**src/rtl/pipe_stage_buf_pkg.sv**
```systemverilog
// ---------------------------------------------------------------------------
// pipe_stage_buf_pkg
//   Shared definitions for the pipeline stage buffer:
//     - buf_state_e      : occupancy state encoding (EMPTY=0, ONE=1, FULL=2)
//     - PIPE_MAX_WIDTH   : widest payload the stage buffer supports
//     - PIPE_NOP_DEFAULT : default bubble value (all zeros), sliced to WIDTH
//     - ENTRY_COUNT, HEAD_IDX, SKID_IDX : storage slot layout
//     - state_count()    : occupancy derived from the state encoding
// ---------------------------------------------------------------------------
package pipe_stage_buf_pkg;

  // The encoding doubles as the occupancy count, so count is just the state.
  typedef enum logic [1:0] {
    ST_EMPTY = 2'd0,
    ST_ONE   = 2'd1,
    ST_FULL  = 2'd2
  } buf_state_e;

  localparam int unsigned PIPE_MAX_WIDTH = 128;

  // Bubble value presented when nothing is held; users slice [WIDTH-1:0].
  localparam logic [PIPE_MAX_WIDTH-1:0] PIPE_NOP_DEFAULT = '0;

  // Slot 0 always holds the oldest word (head); slot 1 catches the word that
  // arrives while the head is stalled (skid).
  localparam int unsigned ENTRY_COUNT = 2;
  localparam int unsigned HEAD_IDX    = 0;
  localparam int unsigned SKID_IDX    = 1;

  function automatic logic [1:0] state_count(input buf_state_e s);
    return s;
  endfunction

endpackage : pipe_stage_buf_pkg

```
**src/rtl/pipe_stage_buf_entry.sv**
```systemverilog
// ---------------------------------------------------------------------------
// pipe_entry_reg
//   WIDTH-bit load-enable register with synchronous active-low reset.
//   Used for the head and skid slots of pipe_stage_buf.
//
//   Ports:
//     clk_i   : clock, rising-edge
//     rst_ni  : synchronous active-low reset, loads RST_VALUE
//     load_i  : capture d_i at the next rising edge
//     d_i     : data to capture
//     q_o     : stored data
// ---------------------------------------------------------------------------
module pipe_entry_reg
  import pipe_stage_buf_pkg::*;
#(
  parameter int unsigned       WIDTH     = 32,
  parameter logic [WIDTH-1:0]  RST_VALUE = PIPE_NOP_DEFAULT[WIDTH-1:0]
) (
  input  logic             clk_i,
  input  logic             rst_ni,
  input  logic             load_i,
  input  logic [WIDTH-1:0] d_i,
  output logic [WIDTH-1:0] q_o
);

  logic [WIDTH-1:0] data_q;
  logic [WIDTH-1:0] data_d;

  always_comb begin
    data_d = data_q;
    if (load_i) begin
      data_d = d_i;
    end
  end

  always_ff @(posedge clk_i) begin
    if (!rst_ni) begin
      data_q <= RST_VALUE;
    end else begin
      data_q <= data_d;
    end
  end

  assign q_o = data_q;

endmodule : pipe_entry_reg

```
**src/rtl/pipe_stage_buf.sv**
```systemverilog
// ---------------------------------------------------------------------------
// pipe_stage_buf
//   Two-entry in-order skid buffer used as a drop-in pipeline register
//   (IF/ID, ID/EX, EX/MEM, MEM/WB). One cycle of latency, full throughput,
//   and in_ready depends only on registered state (plus R and flush), so
//   no combinational path exists from out_ready back to in_ready.
//
//   Parameters:
//     WIDTH     : payload width, 1..128
//     NOP_VALUE : value on out_data while the buffer is empty
//
//   Ports:
//     Clk       : clock, rising-edge
//     R         : synchronous active-low reset
//     in_valid  : upstream word present on in_data
//     in_ready  : buffer accepts a word this cycle
//     in_data   : upstream payload
//     out_valid : out_data holds a real entry
//     out_ready : downstream consumes out_data this cycle
//     out_data  : head entry, or NOP_VALUE when empty
//     flush     : squash every held entry
//     count     : occupancy 0..2
// ---------------------------------------------------------------------------
module pipe_stage_buf
  import pipe_stage_buf_pkg::*;
#(
  parameter int unsigned      WIDTH     = 32,
  parameter logic [WIDTH-1:0] NOP_VALUE = PIPE_NOP_DEFAULT[WIDTH-1:0]
) (
  input  logic             Clk,
  input  logic             R,
  input  logic             in_valid,
  output logic             in_ready,
  input  logic [WIDTH-1:0] in_data,
  output logic             out_valid,
  input  logic             out_ready,
  output logic [WIDTH-1:0] out_data,
  input  logic             flush,
  output logic [1:0]       count
);

  buf_state_e state_q;
  buf_state_e state_d;

  logic [WIDTH-1:0] entry_q    [ENTRY_COUNT];
  logic [WIDTH-1:0] entry_d    [ENTRY_COUNT];
  logic             entry_load [ENTRY_COUNT];

  logic push;
  logic pop;

  // ---------------------------------------------------------------------
  // Storage slots
  // ---------------------------------------------------------------------
  for (genvar gi = 0; gi < ENTRY_COUNT; gi++) begin : g_entry
    pipe_entry_reg #(
      .WIDTH     (WIDTH),
      .RST_VALUE (NOP_VALUE)
    ) u_entry (
      .clk_i  (Clk),
      .rst_ni (R),
      .load_i (entry_load[gi]),
      .d_i    (entry_d[gi]),
      .q_o    (entry_q[gi])
    );
  end

  // ---------------------------------------------------------------------
  // Handshake
  // ---------------------------------------------------------------------
  // R is folded in so upstream sees a stall for the whole reset cycle.
  assign in_ready  = R && (state_q != ST_FULL) && !flush;
  assign out_valid = (state_q != ST_EMPTY);
  assign out_data  = out_valid ? entry_q[HEAD_IDX] : NOP_VALUE;
  assign count     = state_count(state_q);

  assign push = in_valid && in_ready;
  assign pop  = out_valid && out_ready;

  // ---------------------------------------------------------------------
  // Next-state and slot load control
  // ---------------------------------------------------------------------
  always_comb begin
    state_d              = state_q;
    entry_load[HEAD_IDX] = 1'b0;
    entry_load[SKID_IDX] = 1'b0;
    entry_d[HEAD_IDX]    = in_data;
    entry_d[SKID_IDX]    = in_data;

    unique case (state_q)
      ST_EMPTY: begin
        if (push) begin
          state_d              = ST_ONE;
          entry_load[HEAD_IDX] = 1'b1;
        end
      end

      ST_ONE: begin
        if (push && pop) begin
          // Head leaves as the new word arrives: new word becomes head.
          entry_load[HEAD_IDX] = 1'b1;
        end else if (push) begin
          state_d              = ST_FULL;
          entry_load[SKID_IDX] = 1'b1;
        end else if (pop) begin
          state_d = ST_EMPTY;
        end
      end

      ST_FULL: begin
        // No push is possible here because in_ready is low.
        if (pop) begin
          state_d              = ST_ONE;
          entry_load[HEAD_IDX] = 1'b1;
          entry_d[HEAD_IDX]    = entry_q[SKID_IDX];
        end
      end

      default: begin
        state_d = ST_EMPTY;
      end
    endcase

    // Squash: any pop this cycle has already been taken downstream, and
    // in_ready is low so nothing new was accepted.
    if (flush) begin
      state_d = ST_EMPTY;
    end
  end

  always_ff @(posedge Clk) begin
    if (!R) begin
      state_q <= ST_EMPTY;
    end else begin
      state_q <= state_d;
    end
  end

endmodule : pipe_stage_buf

```
**config.mk**
```make
export PLATFORM = sky130hd
export DESIGN_NAME = pipe_stage_buf
export DESIGN_NICKNAME = d
export VERILOG_FILES = /design/src/rtl/pipe_stage_buf_pkg.sv /design/src/rtl/pipe_stage_buf_entry.sv /design/src/rtl/pipe_stage_buf.sv
export SDC_FILE = /design/constraint.sdc
export NUM_CORES = 1
export LEC_CHECK = 0
export ABC_CLOCK_PERIOD_IN_PS = 3100
export CAP_MARGIN = 40
export CELL_PAD_IN_SITES_DETAIL_PLACEMENT = 1
export CELL_PAD_IN_SITES_GLOBAL_PLACEMENT = 1
export CORE_MARGIN = 4
export CORE_UTILIZATION = 40
export CTS_CLUSTER_DIAMETER = 30
export DETAILED_ROUTE_END_ITERATION = 10
export GPL_ROUTABILITY_DRIVEN = 0
export GPL_TIMING_DRIVEN = 1
export PLACE_DENSITY = 0.85
export REMOVE_ABC_BUFFERS = 1
export SYNTH_ARGS = -nofsm -noshare
export SYNTH_HDL_FRONTEND = slang
export SYNTH_SLANG_ARGS = --single-unit
```
**constraint.sdc**
```tcl
create_clock -name Clk -period 3.1 [get_ports Clk]
set_input_delay 0.465 -clock Clk [delete_from_list [all_inputs] [get_ports Clk]]
set_output_delay 0.465 -clock Clk [all_outputs]
set_load 0.05 [all_outputs]
```
==> key figures <==
Pwr
  – PwrDens: 473 nW/um^2
  – VDD IR max: 0.000296 V
  – Leak: 1.58 nW
  – Total power: 0.00203 W

Synthesis
  – Syn. warnings: 0
  – Synth Register Bits: 66
  – Post-synthesis instance total: 353
  – Post-Syn Area per Cell: 9.27 sq um
  – Post-Syn Area: 3270 sq um
  – Yosys cell types: 28
  – Seq/Total Area, Yosys: 40.4%

GRT
  – Global-route wire length before repair: 15.6 mm
  – GRT Overall Usage: 20.0%
  – Largest net degree at the start of global routing: 44
  – Vias in the first global route: 3114
  – Initial antenna violation count: 0
  – Total global routing overflow: 0

STA
  – Unrepaired setup endpoints after global routing: false
  – Maximum clock frequency: 0.358 GHz
  – Final hold slack: 484 ps
  – Setup Viol. Count Final: 0
  – Slew Viols, Final: 0
  – Setup TNS: 0 ps
  – Min Tclk post-route: 2790 ps
  – Least-Margin Pin Slew: 608 ps
  – Period Utilization, post-route: 90.0%
  – Final Worst Setup Slack: 309 ps
  – Final Hold Viols: 0
  – Clk_skew: 7.72 ps
  – Relative slew slack: 59.5%

Setup path
  – Crit path max fanout: 18
  – Endpoint type of the worst setup path: output pin
  – Worst EP arrival: 2330 ps
  – Startpoint Class: flop
  – Required time worst endpoint: 2630 ps
  – Kind of critical path: reg -> out

Clock network
  – Clock Latency Late Sink: 350 ps
  – Register clock-pin slew on the reported worst setup and hold paths: 70 ps
  – Hold buffers post-CTS: 0
  – Root Buffer Master: clkbuf_8
  – CTS tree: done
  – H-tree Lvls: 3
  – Clock Path Buffers: 2
  – CTS resizes: 0
  – Postcts setup bufs: 0
  – Number of CTS-inserted buffers: 9
  – CTS sink cnt: 66

Floorplan
  – Die X: 98.5 microns
  – Initial Util: 41.7%
  – # rows: 32
  – Die Ht: 98.5 microns
  – IO Count: 73
  – Die area: 9690 sq um
  – Core area: 7850 sq um

Cells and area
  – Layout cell share with drive strength beyond 1: 15.5%
  – Final #Nets: 445
  – Util after Layout: 54.8%
  – Ant diodes: 0
  – Filler cells: 907
  – P&R area growth vs syn: 31.3%

Place
  – Worst slack at placement: 459 ps
  – HPWL after detailed placement: 5.97 mm
  – IO Port Bufs: 72

Route
  – # DRC: 0
  – Antenna Nets Post-Route: 0
  – Final wirelength: 9.50 mm
  – DR vias/cell: 5.67
  – Via Count: 2920
  – Initial DRC Count: 102
  – WL/cell: 18.5 microns
  – Pre-antenna DRT Iters: 5

Min path
  – Hold Crit Class: reg -> reg

Outcome
  – Run status: finished, final reports clean

Job
  – Max-cap violation count: 0
-- flip-flops by register name (all words and copies together), names as in the netlist --
signal / flops
g_entry.u_entry.q_o: 64
count: 2
-- final timing paths --
path	slack [ps]	end	startpoint	cells after the start
worst max-delay path	310	out_data[28]	count[1]$_SDFFE_PP0P_	4
worst min-delay path	480	g_entry[1].u_entry.q_o[9]$_SDFFE_PN0P_	g_entry[1].u_entry.q_o[9]$_SDFFE_PN0P_	2
worst max register to register	1220	g_entry[0].u_entry.q_o[27]$_SDFFE_PN0P_	count[0]$_SDFFE_PP0P_	4
worst min register to register	480	g_entry[1].u_entry.q_o[9]$_SDFFE_PN0P_	g_entry[1].u_entry.q_o[9]$_SDFFE_PN0P_	2
-- layout by cell type (no fill, tap or decap), drive strengths merged --
master,n
clkdlybuf4s50,71
nand2b,2
nor2b,35
a221oi,32
buf,12
nand3,32
nand2,2
mux2i,33
a21oi,34
or3b,1
nor3,1
and4bb,1
bufinv,3
nor4bb,1
clkbuf,9
a21o,1
nor2,35
and3b,1
nand3b,1
o21ai,32
nand4bb,1
clkinvlp,3
o21a,1
clkinv,1
inv,2
dfxtp,66
-- logic make-up after synthesis --
| family | share of synthesized area [%] |
|---|---|
| mux | 10.1 |
| buf+inv | 6.31 |
| flops | 40.4 |
| simple gates | 18.2 |
| compound gates | 25.1 |
-- critical path, stage by stage, from the launching register on --
cell	delay (ps)
dfxtp_1	610
nor2_4	180
buf_4	250
nor2b_1	130
clkdlybuf4s50_1	810
-- cell usage after synthesis --
cell	n	share of area (%)
inv_1	1	0.11
dfxtp_1	66	40
buf_6	3	1.0
or3b_1	1	0.27
o21ai_1	5	0.76
nand3b_1	1	0.23
o21ai_0	27	4.1
a221oi_2	30	14
a21oi_1	34	5.2
nand3_1	32	4.9
a221oi_1	2	0.54
nand4bb_1	1	0.34
mux2i_1	33	10
a21o_4	1	0.46
and4bb_1	1	0.38
and3b_1	1	0.27
nor3_1	1	0.15
buf_2	9	1.4
nand2b_1	2	0.38
nor2b_1	35	6.7
buf_4	5	1.1
buf_1	3	0.34
nor4bb_1	1	0.31
clkbuf_1	19	2.2
nor2_1	35	4.0
inv_2	1	0.11
o21a_1	1	0.23
nand2_1	2	0.23
-- final cells by class --
type                    instances  area (sq um)  area share, %
flip-flops and latches         66          1320           30.8
inverters                       2          7.51          0.175
clock inverters                 7           118           2.74
multi-input cells             246          1770           41.3
well taps                     102           128           2.97
repair buffers                 83           826           19.2
clock buffers                   9           124           2.88
-- power breakdown --
part | internal (W) | switching (W)
clock network | 0.000532 | 0.000352
logic | 0.000113 | 0.000149
registers | 0.000873 | 0.0000148
-- stage by stage --
| step | cells | instance area [sq um] |
|---|---|---|
| 2_1_floorplan | 314 | 3070 |
| 3_3_place_gp | 499 | 4050 |
| 3_5_place_dp | 499 | 4050 |
| 4_1_cts | 515 | 4290 |
| 5_1_grt | 515 | 4300 |
| 6_report | 515 | 4300 |
-- metal layers --
metal	vias up	global-route usage, %	part of all wire [%]
met2	71	35.7	51
met3	17	3.75	4.3
li1	1384	-	-
met4	0	8.30	2.0
met1	1448	23.3	42
met5	-	0	0
No activity file was read; power rests on OpenSTA's default activity.
